--- src/rtl/ps2_defs.sv ---
// Shared constants for the PS/2 host transmitter: FSM encoding, error codes,
// common keyboard command bytes and the frame parity helper.
package ps2_defs;

    localparam logic [2:0] ST_IDLE     = 3'd0;
    localparam logic [2:0] ST_INHIBIT  = 3'd1;
    localparam logic [2:0] ST_REQ      = 3'd2;
    localparam logic [2:0] ST_BITS     = 3'd3;
    localparam logic [2:0] ST_STOP     = 3'd4;
    localparam logic [2:0] ST_ACK      = 3'd5;
    localparam logic [2:0] ST_WAITIDLE = 3'd6;

    localparam logic [1:0] PS2_ERR_NONE    = 2'd0;
    localparam logic [1:0] PS2_ERR_TIMEOUT = 2'd1;
    localparam logic [1:0] PS2_ERR_NOACK   = 2'd2;

    localparam logic [7:0] PS2_CMD_SET_LEDS = 8'hED;
    localparam logic [7:0] PS2_CMD_ENABLE   = 8'hF4;
    localparam logic [7:0] PS2_CMD_RESET    = 8'hFF;

    // Parity bit that makes the count of ones over data+parity odd.
    function automatic logic odd_parity(input logic [7:0] b);
        return ~^b;
    endfunction

endpackage

--- src/rtl/ps2_line_filter.sv ---
// Two-flop synchronizer followed by a level filter: the output level only
// follows the pin after FILTER_LEN consecutive samples disagree with it.
module ps2_line_filter #(
    parameter int   FILTER_LEN  = 4,
    parameter logic RESET_LEVEL = 1'b1
) (
    input  logic clkk,
    input  logic reset_n,
    input  logic pin,
    output logic level
);

    localparam int CW = (FILTER_LEN > 1) ? $clog2(FILTER_LEN) : 1;
    localparam logic [CW-1:0] RUN_LAST = CW'(FILTER_LEN - 1);

    logic          meta;
    logic          sync;
    logic [CW-1:0] run;

    always_ff @(posedge clkk or negedge reset_n) begin
        if (!reset_n) begin
            meta <= RESET_LEVEL;
            sync <= RESET_LEVEL;
        end else begin
            meta <= pin;
            sync <= meta;
        end
    end

    // run counts consecutive synchronized samples that differ from level.
    always_ff @(posedge clkk or negedge reset_n) begin
        if (!reset_n) begin
            level <= RESET_LEVEL;
            run   <= '0;
        end else if (sync != level) begin
            if (run == RUN_LAST) begin
                level <= sync;
                run   <= '0;
            end else begin
                run <= run + CW'(1);
            end
        end else begin
            run <= '0;
        end
    end

endmodule

--- src/rtl/ps2_host_tx.sv ---
// Host-to-device PS/2 transmitter: request-to-send, frame shift-out on the
// device clock, ACK check and watchdog, driving both lines open-drain.
module ps2_host_tx
    import ps2_defs::*;
#(
    parameter int INHIBIT_CYCLES = 2400,
    parameter int TIMEOUT_CYCLES = 360000,
    parameter int FILTER_LEN     = 4
) (
    input  logic       clkk,
    input  logic       reset_n,
    input  logic       ps2_clk_i,
    input  logic       ps2_dat_i,
    output logic       ps2_clk_oe,
    output logic       ps2_dat_oe,
    input  logic [7:0] tx_data,
    input  logic       tx_valid,
    output logic       tx_ready,
    output logic       busy,
    output logic       done,
    output logic       err,
    output logic [1:0] err_code,
    output logic [2:0] debug_state
);

    localparam int IW = (INHIBIT_CYCLES > 1) ? $clog2(INHIBIT_CYCLES) : 1;
    localparam int WW = $clog2(TIMEOUT_CYCLES + 1);
    localparam logic [IW-1:0] INH_LAST = IW'(INHIBIT_CYCLES - 1);
    localparam logic [WW-1:0] WD_LIMIT = WW'(TIMEOUT_CYCLES);

    logic          clk_lvl;
    logic          dat_lvl;
    logic          clk_lvl_q;
    logic          fall;
    logic [2:0]    state;
    logic [8:0]    shreg;
    logic [3:0]    bit_cnt;
    logic [IW-1:0] inh_cnt;
    logic [WW-1:0] wd_cnt;
    logic [WW-1:0] wd_next;
    logic          wd_active;
    logic          wd_expired;
    logic          accept;

    ps2_line_filter #(.FILTER_LEN(FILTER_LEN), .RESET_LEVEL(1'b1)) u_clk_filter (
        .clkk    (clkk),
        .reset_n (reset_n),
        .pin     (ps2_clk_i),
        .level   (clk_lvl)
    );

    ps2_line_filter #(.FILTER_LEN(FILTER_LEN), .RESET_LEVEL(1'b1)) u_dat_filter (
        .clkk    (clkk),
        .reset_n (reset_n),
        .pin     (ps2_dat_i),
        .level   (dat_lvl)
    );

    always_ff @(posedge clkk or negedge reset_n) begin
        if (!reset_n) begin
            clk_lvl_q <= 1'b1;
        end else begin
            clk_lvl_q <= clk_lvl;
        end
    end

    assign fall = clk_lvl_q & ~clk_lvl;

    // Completion cycle keeps tx_ready low so a requester sees done/err first.
    assign busy        = (state != ST_IDLE);
    assign tx_ready    = (state == ST_IDLE) & ~done & ~err;
    assign accept      = tx_valid & tx_ready;
    assign debug_state = state;

    assign wd_active  = (state == ST_BITS) || (state == ST_STOP) ||
                        (state == ST_ACK)  || (state == ST_WAITIDLE);
    assign wd_next    = (wd_cnt == WD_LIMIT) ? wd_cnt : wd_cnt + WW'(1);
    assign wd_expired = wd_active & ~fall & (wd_next == WD_LIMIT);

    always_ff @(posedge clkk or negedge reset_n) begin
        if (!reset_n) begin
            wd_cnt <= '0;
        end else if (!wd_active || fall) begin
            wd_cnt <= '0;
        end else begin
            wd_cnt <= wd_next;
        end
    end

    always_ff @(posedge clkk or negedge reset_n) begin
        if (!reset_n) begin
            state      <= ST_IDLE;
            ps2_clk_oe <= 1'b0;
            ps2_dat_oe <= 1'b0;
            shreg      <= '0;
            bit_cnt    <= '0;
            inh_cnt    <= '0;
            done       <= 1'b0;
            err        <= 1'b0;
            err_code   <= PS2_ERR_NONE;
        end else begin
            done <= 1'b0;
            err  <= 1'b0;
            if (wd_expired) begin
                state      <= ST_IDLE;
                ps2_clk_oe <= 1'b0;
                ps2_dat_oe <= 1'b0;
                err        <= 1'b1;
                err_code   <= PS2_ERR_TIMEOUT;
            end else begin
                case (state)
                    ST_IDLE: begin
                        ps2_clk_oe <= 1'b0;
                        ps2_dat_oe <= 1'b0;
                        if (accept) begin
                            shreg      <= {odd_parity(tx_data), tx_data};
                            err_code   <= PS2_ERR_NONE;
                            inh_cnt    <= '0;
                            ps2_clk_oe <= 1'b1;
                            state      <= ST_INHIBIT;
                        end
                    end
                    ST_INHIBIT: begin
                        if (inh_cnt == INH_LAST) begin
                            ps2_dat_oe <= 1'b1;
                            inh_cnt    <= '0;
                            state      <= ST_REQ;
                        end else begin
                            inh_cnt <= inh_cnt + IW'(1);
                        end
                    end
                    ST_REQ: begin
                        ps2_clk_oe <= 1'b0;
                        bit_cnt    <= '0;
                        state      <= ST_BITS;
                    end
                    // Each device falling edge presents the next bit, LSB first then parity.
                    ST_BITS: begin
                        if (fall) begin
                            ps2_dat_oe <= ~shreg[0];
                            shreg      <= {1'b1, shreg[8:1]};
                            if (bit_cnt == 4'd8) begin
                                state <= ST_STOP;
                            end else begin
                                bit_cnt <= bit_cnt + 4'd1;
                            end
                        end
                    end
                    ST_STOP: begin
                        if (fall) begin
                            ps2_dat_oe <= 1'b0;
                            state      <= ST_ACK;
                        end
                    end
                    ST_ACK: begin
                        if (fall) begin
                            if (dat_lvl) begin
                                err      <= 1'b1;
                                err_code <= PS2_ERR_NOACK;
                                state    <= ST_IDLE;
                            end else begin
                                state <= ST_WAITIDLE;
                            end
                        end
                    end
                    ST_WAITIDLE: begin
                        if (clk_lvl && dat_lvl) begin
                            done  <= 1'b1;
                            state <= ST_IDLE;
                        end
                    end
                    default: begin
                        ps2_clk_oe <= 1'b0;
                        ps2_dat_oe <= 1'b0;
                        state      <= ST_IDLE;
                    end
                endcase
            end
        end
    end

endmodule

--- config.mk ---
export PLATFORM = sky130hd
export DESIGN_NAME = ps2_host_tx
export DESIGN_NICKNAME = d
export VERILOG_FILES = /design/src/rtl/ps2_defs.sv /design/src/rtl/ps2_line_filter.sv /design/src/rtl/ps2_host_tx.sv
export SDC_FILE = /design/constraint.sdc
export NUM_CORES = 1
export LEC_CHECK = 0
export BUFFER_PORTS_ARGS = -buffer_cell sky130_fd_sc_hd__clkbuf_2
export CORE_MARGIN = 5
export CORE_UTILIZATION = 56
export CTS_BUF_LIST = sky130_fd_sc_hd__clkbuf_8
export DETAILED_ROUTE_END_ITERATION = 10
export PLACE_DENSITY = 0.77
export REMOVE_ABC_BUFFERS = 1
export SYNTH_ARGS = -nofsm -noshare
export SYNTH_HDL_FRONTEND = slang
export SYNTH_HIERARCHICAL = 1
export SYNTH_SLANG_ARGS = --single-unit
--- constraint.sdc ---
create_clock -name clkk -period 2.2 [get_ports clkk]
set_clock_uncertainty 0.05 [all_clocks]
set_input_delay 0.44 -clock clkk [delete_from_list [all_inputs] [get_ports clkk]]
set_output_delay 0.44 -clock clkk [all_outputs]
set_load 0.03 [all_outputs]
==> metrics.md, run 1 <==
| Metric | Value |
|---|---|
| Commonest cells in the netlist | dfrtp_1 (57), nor2_1 (46), nand2_1 (38) |
| Biggest area consumer among synthesized cells | dfrtp_1 |
| Wire length of the first global-routing pass | 13700 um |
| Post-synth EDFFs | 0 |
| Classification of the worst setup path | reg2reg |
| Overall Global Routing Usage | 23.2% |
| Setup repair after global routing missed its margin | true |
| Critical-path cell list | ha_4, nand4_1, or4_4, or3_4, a21oi_2, and4b_1, buf_6, o21bai_1 |
| Max incr delay on CP | 450 ps |
| Cell area after layout | 4180 um^2 |
| Post-synthesis sequential element count | 64 |
| Number of diodes | 0 |
| Transition time of the tightest slew-check pin | 1130 ps |
| TritonCTS clock tree | yes |
| VDD IR-drop max | 0.000689 V |
| Mapped Avg Cell Area | 9.33 um^2 |
| Net count, final | 449 |
| Library cells used by synthesis | 57 |
| Finish-stage setup viols | 9 |
| Biggest fanout along the worst timing path | 9 |
| Overflow left after global routing | 0 |
| Relative area change from synthesis to final layout | 23.6% |
| Violations in the final reports | negative setup slack |
| Placeable core region | 5890 um^2 |
| Worst-skew pair later-pin latency | 340 ps |
| Worst relative slew slack | 23.7% |
| Number of maximum-capacitance constraint violations | 0 |
| Routed wire length per instance | 15.9 um |
| Full die area | 7690 um^2 |
| Max-slew violations | 0 |
| Startpoint class of the critical path | flip-flop |
| Number of fill cells in the layout | 441 |
| Slowest library cell on the worst path | or4_4 |
| Quantity of I/O buffers inserted on ports | 23 |
| Number of placed I/O pins | 24 |
| Detailed placer's ending HPWL | 5260 um |
| Worst EP required | 2420 ps |
| Highest clock frequency the design can meet | 0.433 GHz |
| Clk sinks | 64 |
| Min Clock Period, post-route | 2310 ps |
| Sum of routed wire length over all layers | 8060 um |
| Fraction of post-synthesis cell area in the top cell type by area | 42.2% |
| Top cells by area in the synthesized netlist | dfrtp_1 (42%), dfstp_2 (5.4%), nor2_1 (5.1%), nand2_1 (4.2%), xor2_1 (3.9%) |
| Crit share post-route | 105% |
| Yosys warning count | 6 |
| Area of the mapped netlist | 3380 um^2 |
| Longest Clk Path Bufs | 2 |
| Width of the die | 87.7 um |
| # rows | 28 |
| Async SR Flop Fraction | 100% |
| CTS root buffer | clkbuf_8 |
| Min-Delay Path Class | in2async |
| Die H | 87.7 um |
| H-tree levels | 3 |
| Ratio of cells with drive above 1 in the final layout | 27.3% |
| Count leader, synth | dfrtp_1 |
| Data arrival, critical path | 2530 ps |
| Status | complete, but fails checks |
| Antenna violations before repair | 0 |
| Clk slew on worst S/H paths | 70 ps |
| Remaining antenna violation count after routing | 0 |
| Final setup margin | -108 ps |
| Most common flop cell mapped by yosys | dfrtp_1 |
| Static Leakage | 1.86 nW |
| Weighted congestion reported at the end of routability-driven placement | 0.919 |
| Number of hold-slack violations in the final timing report | 0 |
| Number of design-rule violations left by the first detailed-router iteration | 141 |
| Number of iterations in the first detailed-routing pass | 5 |
| # DRC | 0 |
| Largest net degree at the start of global routing | 65 |
| Overall via count from detail_route | 2981 |
| Number of buffers created by CTS | 9 |
| Placed Instance Area | 3830 um^2 |
| Per-cell via count in the routed design | 5.87 |
| Sequential share of the synthesized area | 47.7% |
| Power after layout | 4.66 mW |
| Cell area power density | 1110 nW/um^2 |
| Starting density of the core | 57.4% |
| # hold bufs at CTS | 0 |
| Kind of end point of the critical path | flip-flop |
| Synthesized netlist cell count | 362 |
| Vias in the first global route | 2947 |
-- cells by family after synthesis --
logic type,Yosys count,synth area share [%]
compound gates,70,13.0
xor+xnor,29,7.52
fa+ha+maj,7,2.59
buf+inv,25,3.19
flops,64,47.7
mux,4,1.26
simple gates,163,24.8
-- per-layer routing --
layer | GRT usage [%] | part of all wire [%] | wire length [um]
met3 | 5.83 | 7.0 | 566
met2 | 37.4 | 47 | 3820
met4 | 10.9 | 2.8 | 229
met5 | 0 | 0 | 0
met1 | 29.3 | 43 | 3450
-- metrics by stage --
step | setup TNS (ps) | hold WS, ps | worst slack, ps | util, % | instances
6_report | -873 | 34.2 | -108 | 71.0 | 508
3_5_place_dp | -893 | 297 | -107 | 65.1 | 485
5_1_grt | -1890 | 71.0 | -226 | 71.0 | 508
4_1_cts | -63.9 | 58.7 | -17.8 | 70.6 | 508
2_1_floorplan | -1070 | 94.4 | -191 | - | 346
3_3_place_gp | -413 | 296 | -57.0 | 65.1 | 485
-- timing repair --
| action | CTS | global route |
|---|---|---|
| pin swaps | 2 | 1 |
| setup buffers | 8 | 0 |
| resized for setup | 13 | 5 |
| setup endpoints to repair | 10 | 10 |
-- flip-flops by register name (all words and copies together) (netlist names), 2 cells and up --
name              flops
wd_cnt               19
inh_cnt              12
shreg                 9
bit_cnt               4
debug_state           3
err_code              2
u_clk_filter/run      2
u_dat_filter/run      2
-- where the power goes --
part / internal, mW / total (mW) / leakage (nW) / switching (mW)
clock network: 0.606 / 1.05 / 0.108 / 0.448
registers: 1.46 / 1.65 / 0.822 / 0.189
logic: 0.796 / 1.95 / 0.933 / 1.16
-- layout by cell type, fill, tap and decap left out, drive strengths merged, types with 6 or more instances in the layout --
master	count
nand2	38
dfrtp	57
ha	7
a31oi	12
nor2	46
xor2	15
and2	7
nor3	7
buf	50
o21ai	24
a21oi	14
nor2b	6
clkbuf	34
nand4	13
nand3	16
xnor2	14
inv	9
dfstp	7
-- worst max-delay path: cells and delay by family (launching register included) --
family / cells / cell delay, ps
buffers and inverters: 1 / 130
DFF: 1 / 440
AOI/OAI and AO/OA: 2 / 260
and+or+nand+nor: 4 / 1160
adders and majority gates: 1 / 180
-- layout make-up --
class	count	area (um^2)	share of cell area, %
clock buffer	12	165	3.95
clock inverter	3	40.0	0.959
inverter	9	33.8	0.809
multi-input combinational	273	1730	41.4
sequential	64	1610	38.6
tap	75	93.8	2.25
timing repair buffer	72	502	12.0
-- final timing paths --
path / cells past startpoint / start / slack (ps) / endpoint
max: 8 / wd_cnt[1]$_DFF_PN0_ / -110 / err_code[0]$_DFFE_PN0P_
min: 2 / reset_n / 30 / inh_cnt[11]$_DFFE_PN0P_
max in group asynchronous: 2 / reset_n / 1730 / u_clk_filter/sync$_DFF_PN1_
min reg2reg: 0 / u_dat_filter/meta$_DFF_PN1_ / 310 / u_dat_filter/sync$_DFF_PN1_
min in group clkk: 1 / ps2_clk_i / 130 / u_clk_filter/meta$_DFF_PN1_
max reg2reg: 8 / wd_cnt[1]$_DFF_PN0_ / -110 / err_code[0]$_DFFE_PN0P_
No activity file was read; power rests on OpenSTA's default activity.
==> inputs of run 2 (changes only) <==
Settings changed: ABC_AREA set to 1, CORE_UTILIZATION 56 to 57, PLACE_DENSITY 0.77 to 0.78.
==> run 2 against run 1 <==
Net effect:
- the flow still finishes with violations (negative setup slack)
- sequential cell count did not move
- die area is 8.3% higher
- sequential share of layout area decreased by 2.0 points
- global-route usage down 1.6 points
- non-clock buffer count is 35 lower
- register-to-register slack improved by 70 ps
- power grew 6.6%
- final cell count up 24%
- critical endpoint is now bit_cnt[2]$_DFFE_PN0P_
- largest power group unchanged
==> metrics.md, run 2 <==
| Metric | Value |
|---|---|
| Count leader, synth | nand2_1 |
| Post-synth EDFFs | 0 (unchanged) |
| Most frequent standard cell in the layout excluding fill and tap cells | nand2_1 |
| Synthesized netlist cell count | 503 (+39%) |
| Remaining antenna violation count after routing | 0 (unchanged) |
| Kind of end point of the critical path | flip-flop |
| Area of the mapped netlist | 3760 um^2 (+11%) |
| Final setup margin | -36.9 ps (+71.0 ps) |
| Wire length of the first global-routing pass | 14800 um (+7.7%) |
| Starting density of the core | 58.9% (+1.5 points) |
| Sum of routed wire length over all layers | 8770 um (+8.8%) |
| Violations in the final reports | negative setup slack |
| Clk slew on worst S/H paths | 80 ps (about the same) |
| Classification of the worst setup path | reg2reg |
| Clk sinks | 64 (unchanged) |
| Share of the core filled with cells in the final layout | 69.1% (-1.9 points) |
| Largest registers | wd_cnt (19), inh_cnt (12), shreg (9) |
| Full die area | 8330 um^2 (+8.3%) |
| Highest clock frequency the design can meet | 0.447 GHz (+3.2%) |
| Hold Worst Slack | 51.4 ps (+17.3 ps) |
| Worst relative slew slack | 70.3% (+47 points) |
| Worst-skew pair later-pin latency | 340 ps (about the same) |
| Sequential share of the synthesized area | 42.8% (-4.9 points) |
| Combinational Power Share | 44.4% (+2.5 points) |
| Library cells used by synthesis | 37 (-35%) |
| Post-synthesis sequential element count | 64 (unchanged) |
| Net count, final | 568 (+27%) |
| Die H | 91.2 um (+4.1%) |
| Number of iterations in the first detailed-routing pass | 5 (unchanged) |
| Yosys warning count | 6 (unchanged) |
| Top cells by area in the synthesized netlist | dfrtp_1 (38%), nand2_1 (15%), nor2_1 (6.7%), inv_1 (6.1%), dfstp_2 (4.9%) |
| Largest net degree at the start of global routing | 65 (unchanged) |
| Number of maximum-capacitance constraint violations | 0 (unchanged) |
| Biggest area consumer among synthesized cells | dfrtp_1 |
| Number of diodes | 0 (unchanged) |
| Cell area power density | 1120 nW/um^2 (+0.90%) |
| Placed cells | 608 (+25%) |
| Placeable core region | 6390 um^2 (+8.5%) |
| Post-layout instance count excluding filler cells | 630 (+24%) |
| Mapped Avg Cell Area | 7.48 um^2 (-20%) |
| Proportion of power drawn by the clock network | 21.0% (-1.6 points) |
| Max reg flops | 19 (unchanged) |
| Switching power as a share of total power | 43.5% (+5.0 points) |
| Min Clock Period, post-route | 2240 ps (-71.0 ps) |
| Number of buffers created by CTS | 9 (unchanged) |
| Transition time of the tightest slew-check pin | 444 ps (-689 ps) |
| Overall Global Routing Usage | 21.5% (-1.6 points) |
| Status | complete, but fails checks |
| NetSw | 2.16 mW (+20%) |
| Number of design-rule violations left by the first detailed-router iteration | 286 (+100%) |
| Most common flop cell mapped by yosys | dfrtp_1 |
| Max-slew violations | 0 (unchanged) |
| Finish-stage setup viols | 12 (+3) |
| Commonest cells in the netlist | nand2_1 (149), nor2_1 (67), inv_1 (61) |
| Ratio of cells with drive above 1 in the final layout | 21.5% (-5.7 points) |
| Per-cell via count in the routed design | 5.42 (-7.6%) |
| Data arrival, critical path | 2460 ps (-70 ps) |
| Routed wire length per instance | 13.9 um (-12%) |
| Antenna violations before repair | 0 (unchanged) |
| TritonCTS clock tree | yes |
| Startpoint class of the critical path | flip-flop |
| Longest Clk Path Bufs | 2 (unchanged) |
| Number of placed I/O pins | 24 (unchanged) |
| Biggest fanout along the worst timing path | 5 (-4) |
| Worst EP required | 2420 ps (about the same) |
| VDD IR-drop max | 0.000725 V (+5.2%) |
| Setup repair after global routing missed its margin | true |
| Power after layout | 4.96 mW (+6.6%) |
| Weighted congestion reported at the end of routability-driven placement | 0.920 (about the same) |
| Largest Register | wd_cnt |
| Proportion of power drawn by flip-flops and latches | 34.5% (-0.9 points) |
| Number of hold-slack violations in the final timing report | 0 (unchanged) |
| Detailed placer's ending HPWL | 6070 um (+15%) |
| Overall via count from detail_route | 3417 (+15%) |
| Vias in the first global route | 3265 (+11%) |
| # hold bufs at CTS | 0 (unchanged) |
| Min-Delay Path Class | in2async |
| Async SR Flop Fraction | 100% (unchanged) |
| CTS root buffer | clkbuf_8 |
| H-tree levels | 3 (unchanged) |
| P_int | 2.80 mW (-2.0%) |
| Relative area change from synthesis to final layout | 17.3% |
| Commonest non-fill, non-tap cells in the layout | nand2_1 (138), nor2_1 (64), inv_1 (58) |
| Static Leakage | 2.14 nW (+15%) |
| # rows | 29 (+3.6%) |
| Crit share post-route | 102% (-3.2 points) |
| Quantity of I/O buffers inserted on ports | 23 (unchanged) |
| # DRC | 0 (unchanged) |
| Overflow left after global routing | 0 (unchanged) |
| Width of the die | 91.2 um (+4.1%) |
| Fraction of post-synthesis cell area in the top cell type by area | 37.9% (-4.3 points) |
-- run 2: kinds of logic (layout without fill, tap and decap cells) --
group | after synthesis | after routing | synth area share, %
flip-flops | 64 | 64 | 42.8
adder cells (fa/ha/maj) | 7 | 7 | 2.33
AO/OA/AOI/OAI | 34 | 34 | 5.52
buffers and inverters | 70 | 117 | 7.42
XOR/XNOR | 22 | 22 | 5.12
AND/OR/NAND/NOR | 306 | 309 | 36.8
-- run 2: repair_timing --
item | in CTS | in global routing
endpoints found under the setup margin | 20 | 22
pin swaps | 4 | 12
gates cloned | 3 | 0
setup buffers | 1 | 2
gates resized for setup | 13 | 25
-- run 2: power by group through the flow --
stage	Clock (mW)	Sequential, mW	Combinational (mW)
2_1_floorplan	0	1.78	1.30
3_3_place_gp	0	1.70	1.94
3_5_place_dp	0	1.71	2.00
4_1_cts	1.06	1.70	2.06
5_1_grt	1.13	1.76	2.46
6_report	1.04	1.71	2.20
-- run 2: cell type report --
| cell class | count | area, um^2 |
|---|---|---|
| multi-input cells | 372 | 2020 |
| fillers | 499 | 1970 |
| flip-flops and latches | 64 | 1620 |
| inverters | 64 | 245 |
| repair buffers | 37 | 233 |
| clock buffers | 10 | 138 |
| well taps | 77 | 96.3 |
| clock inverters | 6 | 68.8 |
-- run 2: final timing paths --
check,startpoint,endpoint,slack (ps),cells after the start
max reg2reg,wd_cnt[0]$_DFF_PN0_,bit_cnt[2]$_DFFE_PN0P_,-40,13
max,wd_cnt[0]$_DFF_PN0_,bit_cnt[2]$_DFFE_PN0P_,-40,13
min reg2reg,u_clk_filter/meta$_DFF_PN1_,u_clk_filter/sync$_DFF_PN1_,310,0
min,reset_n,wd_cnt[0]$_DFF_PN0_,50,2
max in group asynchronous,reset_n,clk_lvl_q$_DFF_PN1_,1720,2
min in group clkk,ps2_clk_i,u_clk_filter/meta$_DFF_PN1_,130,1
-- run 2: routing by layer --
layer / wire [um] / GRT usage (%)
met5: 0 / 0
met1: 3990 / 29.5
met3: 533 / 4.30
met2: 4080 / 34.2
met4: 161 / 7.33
-- run 2: critical path, stage by stage (launching register included) --
cell and delay (ps):
dfrtp_2 450, ha_4 180, nand2_1 90, nor2_4 180, nand2_2 110, xor2_2 170, inv_1 60, nor2_1 80
nand3_1 130, nor2_4 270, nand2_4 150, nand3_4 120, nand2_1 70, nand2_1 60
-- run 2: stage by stage --
step           setup WS, ps  cell area (um^2)  setup TNS [ps]
2_1_floorplan          -251              3720           -3910
3_3_place_gp          -37.0              4030            -497
3_5_place_dp           -121              4030           -2100
4_1_cts               -2.78              4320           -3.66
5_1_grt                -127              4410           -1880
6_report              -36.9              4410            -218
